## src/rtl/ahb_arbiter.sv

```systemverilog
// Round-robin AHB bus arbiter with a per-master hold limit and address/data phase muxing.
// Grant state only advances on hready=1 edges; write data follows the data-phase owner.
module ahb_arbiter #(
  parameter int unsigned ADDR_WIDTH = 16,
  parameter int unsigned DATA_WIDTH = 32,
  parameter int unsigned MAT_NUM    = 4,
  parameter int unsigned MAX_HOLD   = 16,
  localparam int unsigned MW        = $clog2(MAT_NUM),
  localparam int unsigned HW        = $clog2(MAX_HOLD + 1)
) (
  input  logic                  hclk,
  input  logic                  hrst,
  input  logic [MAT_NUM-1:0]    hbusreq,
  input  logic [ADDR_WIDTH-1:0] haddr_m  [0:MAT_NUM-1],
  input  logic [1:0]            htrans_m [0:MAT_NUM-1],
  input  logic [MAT_NUM-1:0]    hwrite_m,
  input  logic [DATA_WIDTH-1:0] hwdata_m [0:MAT_NUM-1],
  input  logic                  hready,
  output logic [MAT_NUM-1:0]    hgrant,
  output logic [MW-1:0]         hmaster,
  output logic [ADDR_WIDTH-1:0] haddr,
  output logic [1:0]            htrans,
  output logic                  hwrite,
  output logic [DATA_WIDTH-1:0] hwdata
);

  typedef enum logic {StPark, StOwn} state_e;

  state_e              state;
  logic [MW-1:0]       last_owner;
  logic [MW-1:0]       hmaster_data;
  logic [HW-1:0]       hold_cnt;

  logic                found;
  logic [MW-1:0]       winner;
  logic [MW-1:0]       sel;
  int unsigned         idx;
  logic                others_req;
  logic                hold_done;
  logic                rearb;

  // last_owner always equals the current owner while in StOwn, so it serves as
  // the round-robin base in both states.
  always_comb begin
    found  = 1'b0;
    winner = '0;
    idx    = 0;
    sel    = '0;
    for (int i = 0; i < MAT_NUM; i++) begin
      idx = (32'(last_owner) + 32'd1 + 32'(i)) % MAT_NUM;
      sel = MW'(idx);
      if (!found && hbusreq[sel]) begin
        found  = 1'b1;
        winner = sel;
      end
    end
  end

  always_comb begin
    others_req = |(hbusreq & ~hgrant);
    hold_done  = (hold_cnt == HW'(MAX_HOLD - 1));
    rearb      = !hbusreq[hmaster] || (hold_done && others_req);
  end

  always_ff @(posedge hclk) begin
    if (hrst) begin
      state        <= StPark;
      hgrant       <= '0;
      hmaster      <= '0;
      hmaster_data <= '0;
      hold_cnt     <= '0;
      last_owner   <= MW'(MAT_NUM - 1);
    end else if (hready) begin
      hmaster_data <= hmaster;
      unique case (state)
        StPark: begin
          if (found) begin
            state      <= StOwn;
            hgrant     <= {{(MAT_NUM - 1){1'b0}}, 1'b1} << winner;
            hmaster    <= winner;
            last_owner <= winner;
            hold_cnt   <= '0;
          end
        end
        StOwn: begin
          if (rearb) begin
            hold_cnt <= '0;
            if (found) begin
              hgrant     <= {{(MAT_NUM - 1){1'b0}}, 1'b1} << winner;
              hmaster    <= winner;
              last_owner <= winner;
            end else begin
              state  <= StPark;
              hgrant <= '0;
            end
          end else if (!hold_done) begin
            hold_cnt <= hold_cnt + 1'b1;
          end
        end
        default: state <= StPark;
      endcase
    end
  end

  always_comb begin
    haddr  = haddr_m[hmaster];
    hwrite = hwrite_m[hmaster];
    htrans = (state == StOwn) ? htrans_m[hmaster] : 2'b00;
    hwdata = hwdata_m[hmaster_data];
  end

endmodule

```

## config.mk

```make
export PLATFORM = sky130hd
export DESIGN_NAME = ahb_arbiter
export DESIGN_NICKNAME = d
export VERILOG_FILES = /design/src/rtl/ahb_arbiter.sv
export SDC_FILE = /design/constraint.sdc
export NUM_CORES = 1
export LEC_CHECK = 0
export ABC_AREA = 1
export BUFFER_PORTS_ARGS = -buffer_cell sky130_fd_sc_hd__buf_2
export CELL_PAD_IN_SITES_DETAIL_PLACEMENT = 1
export CELL_PAD_IN_SITES_GLOBAL_PLACEMENT = 2
export CORE_AREA = 5 5 133 135
export DETAILED_ROUTE_END_ITERATION = 10
export DIE_AREA = 0 0 138 140
export PLACE_DENSITY_LB_ADDON = 0.12
export SETUP_SLACK_MARGIN = 0.2
export SLEW_MARGIN = 20
export SYNTH_ARGS = -nofsm -noshare
export SYNTH_HDL_FRONTEND = slang
export SYNTH_SLANG_ARGS = --single-unit
```

## constraint.sdc

```tcl
create_clock -name hclk -period 2.9 [get_ports hclk]
set_input_delay 0.725 -clock hclk [delete_from_list [all_inputs] [get_ports hclk]]
set_output_delay 0.725 -clock hclk [all_outputs]
set_load 0.01 [all_outputs]
```

# After elaboration in Yosys (flattened, before gate mapping)
# Cells that the tools add are included.
totals:
  reg_bits: 16
  out_inout_bits: 57
op_classes:
  n_reduce_logical: 13
  mux: 47
  magnitude_cmp: 7
  eq_ne: 4
  n_bitwise: 5
  n_shift: 1
  add_sub_neg: 5
ops:
  columns: ["operator", "count"]
  rows:
  - ["$bmux W32 S2", 1]
  - ["$mux W32", 2]
  - ["$bmux W16 S2", 1]
  - ["$mux W16", 2]
  - ["$mux W2", 11]
  - ["$lt A2 B3 Y1 const B", 5]
  - ["$mux W5", 3]
  - ["$bmux W1 S2", 6]
  - ["$mux W1", 12]
  - ["$mux W4", 3]
  - ["$pmux W5 S2", 1]
  - ["$pmux W2 S2", 2]
  - ["$pmux W4 S2", 1]
  - ["$ge A3 B3 Y1 const B", 2]
  - ["$not A2 Y3", 2]
  - ["$reduce_and A3 Y1", 2]
  - ["$add A5 B1 Y5 const B", 1]
  - ["$eq A5 B4 Y1 const B", 1]
  - ["$add A2 B1 Y2 const B", 2]
  - ["$add A2 B2 Y2 const B", 2]
  - ["$and A4 B4 Y4", 1]
  - ["$bmux W2 S2", 1]
  - ["$logic_and A1 B1 Y1", 4]
  - ["$logic_not A1 Y1", 4]
  - ["10 further kinds", 10]

# Depth between registers and ports, before layout
# Gate-level depths: netlist of run 1.
logic_depth:
  word_depth: 17
  mapped_depth: 13

# Least setup slack after synthesis of run 1
# No wires, ideal clock.
synth_path:
  path_kind: "register -> output"
  start: "reg hmaster[0]"
  end: "out haddr[10]"
  arrival_ns: 1.285
  stages_incl_launch_ff: 6
  slack_ns: 0.890
  path_buffers: 2
  cell_sequence: "dfxtp_1 inv_2 clkbuf_1 clkbuf_1 nor2_1 o22ai_1"
synth_between:
  elab_chain_len: 4
synth_lines:
  columns: ["item", "line", "rtl"]
  rows:
  - ["start: declaration", "20", "output logic [MW-1:0] hmaster,"]
  - ["start signal: assignment", "80", "hmaster <= winner;"]
  - ["start signal: assignment", "90", "hmaster <= winner;"]
  - ["$not A2 Y3 (not written as such)", "106", "haddr = haddr_m[hmaster];"]
  - ["$bmux W16 S2", "106", null]
  - ["$mux W16 (not written as such) (2 in series)", "106", null]
  - ["end: declaration", "21", "output logic [ADDR_WIDTH-1:0] haddr,"]
# Every way passes these cells. The select of a mux whose other input is x is not followed.

# Worst setup path after layout of run 1
layout_path:
  start: "reg hmaster_data[0]"
  end: "out hwdata[28]"
layout_between:
  elab_chain_len: 4
layout_lines:
  columns: ["item", "line", "rtl"]
  rows:
  - ["start: declaration", "31", "logic [MW-1:0] hmaster_data;"]
  - ["start signal: assignment", "74", "hmaster_data <= hmaster;"]
  - ["$not A2 Y3 (not written as such)", "109", "hwdata = hwdata_m[hmaster_data];"]
  - ["$bmux W32 S2", "109", null]
  - ["$mux W32 (not written as such) (2 in series)", "109", null]
  - ["end: declaration", "24", "output logic [DATA_WIDTH-1:0] hwdata"]
# Every way passes these cells. The select of a mux whose other input is x is not followed.

==> reports/metrics.cfg, run 1 <==
[run_status]
status = finished clean

[pwr]
peakVddDrop_uv = 203
p_leak_nw = 2.16
powerDensity_nw_per_um2 = 507

[timing]
skew_ns = 0.00168
relSlewSlack_pct = 54.4
rsz0062_at_grt = no
min_period_ns = 2.45
hold_violations = 0
worst_pin_slew_ns = 0.683
max_clock_freq_ghz = 0.408
setup_violations = 0
timing.final.crit_share_pct = 84.5
maxSlewViolCount = 0
setup_tns_ns = 0

[placement]
gp_congestion = 0.832
port_buffers = 267
dp_hpwl_mm = 12.7
placed_cells = 933

[setup_path]
ff2ff_path_depth = 12
worstSetupPathType = reg -> out
crit_fanout = 65
startpoint_type = flop
required_ns = 2.17
crit_path_end_kind = output port
path_cells = buf_4 -> o21ai_0 -> o22ai_1 -> buf_2
arrival_ns = 1.73
max_stage_delay_ns = 0.51
critical_path.slowest_cell = buf_4

[floorplan]
rows = 47
core_area_um2 = 16300
die_area_um2 = 19300
fp.dieH_um = 140
initial_core_util_pct = 15.8
die_width_um = 138
ioPinCount = 268

[detailed_routing]
drt_drc_violations_left = 0
detail_route.vias_per_cell = 4.54
routedWlPerCell_um = 16.6
wl_mm = 15.6
vias = 4255
drt_iter0_markers = 162
antenna_left = 0
first_pass_iters = 4

[cts]
cts_resized = 0
path_clk_slew_ns = 0.05
cts.sinks = 16
htree_levels = 1
root_buffer = clkbuf_16
cts_buffers = 3
clockBufferDepth = 2
cts_tree = done
post_cts_hold_buffer_count = 0
clkLatencyLatePin_ns = 0.25
cts_setup_buffers = 0

[synthesis]
synthesis.area_um2 = 2580
synth_compound_area_share_pct = 35.7
syn_area_per_cell_um2 = 5.44
synth-seq-cells = 16
synth-simple-area-share_pct = 41.0
synth_fa_ha_area_share_pct = 0.970
muxShareOfSynthArea_pct = 0
synth_top_family_by_area = simple AND/OR/NAND/NOR gates
syn_nets = 687
yosys.cell_types.count = 32
netlist_instances = 474
yosysWarningCount = 0
yosysSeqAreaShare_pct = 12.4
synth-xor-area-share_pct = 0.679

[global_route]
grt.total_usage_pct = 15.3
grt_pass1_vias = 4570
grt_max_degree = 66
grt_first_pass_wirelength_mm = 24.8
overflow = 0
antenna_found_initial = 1

[layout]
area_delta_synth_final_pct = 62.5
fin_util_pct = 25.6
instances_no_fill = 938
drive_gt1_share_pct = 44.6
num-nets-final = 931

[min_path]
min_path_type = reg -> reg
holdPathStages = 2

[flow_run]
cap_violations = 0

-- synthesized netlist by cell type (all sizes together) --
cell type  instances  area share (%)
buf                7             1.6
o22ai             49              12
inv               22             3.5
xor2               2            0.68
nor3               2            0.39
nand3             22             4.5
ha                 2            0.97
o21bai             2            0.58
clkinv             1            0.15
dfxtp             16              12
clkbuf            28             4.1
a21oi             10             2.5
and3               1            0.24
nand4              6             2.0
o21ai            106              21
nor2             124              19
nand2             72              14
nand3b             2            0.58
-- cells in the final DEF (no fill, tap or decap), drive strengths merged --
cell type / count
dfxtp: 16
o21ai: 106
o21bai: 2
nor2: 124
nand3b: 2
a21oi: 10
ha: 2
diode: 1
nand3: 22
clkbuf: 4
buf: 274
nand4: 6
nand2: 72
nor3: 2
and3: 1
xor2: 2
clkinv: 1
inv: 22
o22ai: 49
-- worst paths after layout --
path                                       from       endpoint  slack [ns]
worst min-delay path                  hgrant[3]      hgrant[3]        0.48
worst max-delay path            hmaster_data[0]     hwdata[28]        0.45
worst max register to register       hmaster[0]  last_owner[1]        0.88
worst min register to register        hgrant[3]      hgrant[3]        0.48
-- registers in the layout, summed over array words and instances (netlist names) --
signal,count
state,1
hgrant,4
last_owner,2
hmaster,2
hmaster_data,2
hold_cnt,5
-- cells by family after synthesis --
logic type                 count (synthesis)
AOI/OAI and AO/OA                        167
xor gates and xnor gates                   2
adders and majority gates                  2
buffers and inverters                     58
DFF                                       16
and+or+nand+nor                          229
-- power by group --
part / internal [mW] / leakage [nW] / switching [mW]
clock network: 0.210 / 0.0442 / 0.0902
registers: 0.262 / 0.132 / 0.0540
logic: 0.557 / 1.99 / 0.951
-- critical path: cells and delay by family, from the launching register on --
family                 cells  cell delay (ns)
buffers and inverters      2             0.69
AOI/OAI and AO/OA          2             0.44
DFF                        1             0.32
-- metrics by stage --
stage | hold slack, ns | power, mW | area (um2) | worst slack, ns
floorplan | 0.453 | 1.28 | 2580 | 0.890
global placement | 0.473 | 1.84 | 4100 | 0.723
detailed placement | 0.478 | 1.86 | 4100 | 0.685
CTS | 0.487 | 2.17 | 4190 | 0.416
global route | 0.516 | 2.34 | 4190 | 0.327
finish | 0.485 | 2.12 | 4190 | 0.449
-- layer usage --
| metal | up-vias | routed length, um | track usage, % |
|---|---|---|---|
| li1 | 2114 | - | - |
| met1 | 1928 | 6570 | 18.8 |
| met2 | 201 | 7600 | 27.4 |
| met3 | 12 | 1190 | 3.68 |
| met4 | 0 | 195 | 2.60 |
| met5 | - | 0 | 0 |
-- area by class of cell --
class / count / area (um2)
antenna: 1 / 2.50
clock buffer: 4 / 88.8
fill: 2219 / 12200
inverter: 23 / 93.8
multi-input combinational: 400 / 2020
sequential: 16 / 322
tap: 220 / 275
timing repair buffer: 274 / 1390
Note: power is estimated with default switching activity, not from simulation.
==> inputs of run 2 (changes only) <==
--- a/config.mk
+++ b/config.mk
@@ -9,9 +9,9 @@
 export BUFFER_PORTS_ARGS = -buffer_cell sky130_fd_sc_hd__buf_2
 export CELL_PAD_IN_SITES_DETAIL_PLACEMENT = 1
 export CELL_PAD_IN_SITES_GLOBAL_PLACEMENT = 2
-export CORE_AREA = 5 5 133 135
+export CORE_AREA = 5 5 138 140
 export DETAILED_ROUTE_END_ITERATION = 10
-export DIE_AREA = 0 0 138 140
+export DIE_AREA = 0 0 143 145
 export PLACE_DENSITY_LB_ADDON = 0.12
 export SETUP_SLACK_MARGIN = 0.2
 export SLEW_MARGIN = 20
==> constraint.sdc (replaced) <==
create_clock -name hclk -period 2.5 [get_ports hclk]
set_input_delay 0.625 -clock hclk [delete_from_list [all_inputs] [get_ports hclk]]
set_output_delay 0.625 -clock hclk [all_outputs]
set_load 0.01 [all_outputs]
==> reports/metrics.cfg, run 2 (same netlist as run 1, synthesis figures left out) <==
[run_status]
status = finished clean  ; unchanged

[setup_path]
critical_path.slowest_cell = inv_1  ; was buf_4
ff2ff_path_depth = 11  ; was 12
rr_endpoint = hgrant[3]  ; was last_owner[1]
reg2reg_from = hold_cnt[0]  ; was hmaster[0]
startpoint_type = flop  ; unchanged
worstSetupPathType = reg -> out  ; unchanged
r2r_slack_ns = 0.60  ; was 0.88 ns
arrival_ns = 1.49  ; was 1.73 ns
cp_num_buf_inv = 3  ; was 2
crit_family = buffers and inverters  ; unchanged
required_ns = 1.88  ; was 2.17 ns
crit_path_end_kind = output port  ; unchanged
crit_fanout = 15  ; was 65
max_stage_delay_ns = 0.32  ; was 0.51 ns
path_cells = inv_1 -> buf_4 -> o21ai_0 -> o22ai_1 -> buf_2  ; was buf_4 -> o21ai_0 -> o22ai_1 -> buf_2

[cts]
cts_setup_buffers = 0  ; unchanged
post_cts_hold_buffer_count = 0  ; unchanged
clkLatencyLatePin_ns = 0.24  ; was 0.25 ns
htree_levels = 1  ; unchanged
path_clk_slew_ns = 0.05  ; about the same
cts_resized = 0  ; unchanged
clockBufferDepth = 2  ; unchanged
cts_tree = done  ; unchanged
cts_buffers = 3  ; unchanged
root_buffer = clkbuf_16  ; unchanged
cts.sinks = 16  ; unchanged

[min_path]
holdPathStages = 2  ; unchanged
min_to = hgrant[2]  ; was hgrant[3]
min_path_type = reg -> reg  ; unchanged
hp-start = hgrant[2]  ; was hgrant[3]

[placement]
port_buffers = 267  ; unchanged
gp_congestion = 0.798  ; was 0.832
placed_cells = 945  ; was 933
dp_hpwl_mm = 13.1  ; was 12.7 mm

[layout]
final.fill_count = 2370  ; was 2219
layout.cells.most_common = buf_2  ; unchanged
area_delta_synth_final_pct = 65.2  ; was 62.5%
fin_util_pct = 24.0  ; was 25.6%
drive_gt1_share_pct = 44.9  ; was 44.6%
top_regs = hold_cnt: 5 flops, hgrant: 4 flops  ; unchanged
largest_reg_flops = 5  ; unchanged
final_cell_mix = buf_2, nor2_1, o21ai_0  ; unchanged
instances_no_fill = 949  ; was 938
largest-register = hold_cnt  ; unchanged
num-nets-final = 934  ; was 931
n_antenna_cell = 0  ; was 1

[global_route]
grt_first_pass_wirelength_mm = 23.9  ; was 24.8 mm
grt_pass1_vias = 4421  ; was 4570
grt_max_degree = 66  ; unchanged
overflow = 0  ; unchanged
grt.total_usage_pct = 14.0  ; was 15.3%
antenna_found_initial = 1  ; unchanged

[timing]
max_clock_freq_ghz = 0.472
setup_tns_ns = 0  ; unchanged
hold_ws_ns = 0.495  ; was 0.485 ns
hold_violations = 0  ; unchanged
rsz0062_at_grt = no  ; unchanged
setup_violations = 0  ; unchanged
skew_ns = 0.00166  ; was 0.00168 ns
relSlewSlack_pct = 63.2  ; was 54.4%
timing.final.crit_share_pct = 84.7
worst_pin_slew_ns = 0.551  ; was 0.683 ns
min_period_ns = 2.12
maxSlewViolCount = 0  ; unchanged

[pwr]
p_leak_nw = 2.19  ; was 2.16 nW
power_mw = 2.51  ; was 2.12 mW
peakVddDrop_uv = 201  ; was 203 uV
powerDensity_nw_per_um2 = 590  ; was 507 nW/um2

[detailed_routing]
drt_drc_violations_left = 0  ; unchanged
drt_iter0_markers = 98  ; was 162
routedWlPerCell_um = 16.6  ; about the same
detail_route.vias_per_cell = 4.46  ; was 4.54
wl_mm = 15.7  ; was 15.6 mm
vias = 4231  ; was 4255
antenna_left = 0  ; unchanged
first_pass_iters = 4  ; unchanged

[floorplan]
die_area_um2 = 20700  ; was 19300 um2
fp.dieH_um = 145  ; was 140 um
ioPinCount = 268  ; unchanged
core_area_um2 = 17700  ; was 16300 um2
initial_core_util_pct = 14.6  ; was 15.8%
die_width_um = 143  ; was 138 um
rows = 49  ; was 47

[flow_run]
cap_violations = 0  ; unchanged

-- run 2: layout make-up --
class                           instances  area [um2]  share of cell area [%]
Clock buffer                            4        88.8                    2.09
Multi-Input combinational cell        400        2020                    47.4
Inverter                               23        93.8                    2.20
Timing Repair Buffer                  277        1450                    34.0
Sequential cell                        16         322                    7.55
Tap cell                              229         287                    6.73
-- run 2: layer usage --
metal | vias to the layer above | GRT usage, % | wire, um
li1 | 2118 | - | -
met1 | 1920 | 16.1 | 6230
met2 | 181 | 26.5 | 7860
met3 | 10 | 3.46 | 1470
met4 | 2 | 1.66 | 133
met5 | - | 0 | 13
-- run 2: power breakdown --
group	switching [mW]	internal [mW]
clock network	0.100	0.243
registers	0.0699	0.304
logic	1.11	0.682
-- run 2: how the worst max path moves through the flow --
| stage | startpoint | end | slack (ns) | cells after the start |
|---|---|---|---|---|
| after detailed placement | hbusreq[1] | hmaster[0] | 0.55 | 10 |
| after CTS | hmaster_data[1] | hwdata[29] | 0.31 | 5 |
| after floorplan | hmaster[0] | haddr[10] | 0.59 | 5 |
| final | hmaster[1] | haddr[14] | 0.38 | 5 |
| after global placement | hbusreq[1] | hmaster[0] | 0.58 | 10 |
| after global routing | hmaster[1] | haddr[11] | 0.22 | 5 |
-- run 2: metrics by stage --
stage                     worst slack (ns)  cell area, um2
after floorplan                      0.590            2580
after global placement               0.584            4170
after detailed placement             0.547            4170
after CTS                            0.310            4260
after global routing                 0.220            4260
final                                0.381            4260
-- run 2: worst reg2reg max path: stages (launching register included) --
cell,delay (ns)
dfxtp_1,0.38
ha_1,0.21
and3_1,0.16
ha_1,0.20
inv_1,0.06
nor2_1,0.21
nor2_1,0.12
nor2_4,0.12
nand2_4,0.10
nor2_2,0.14
nand3_1,0.08
nand2_1,0.07
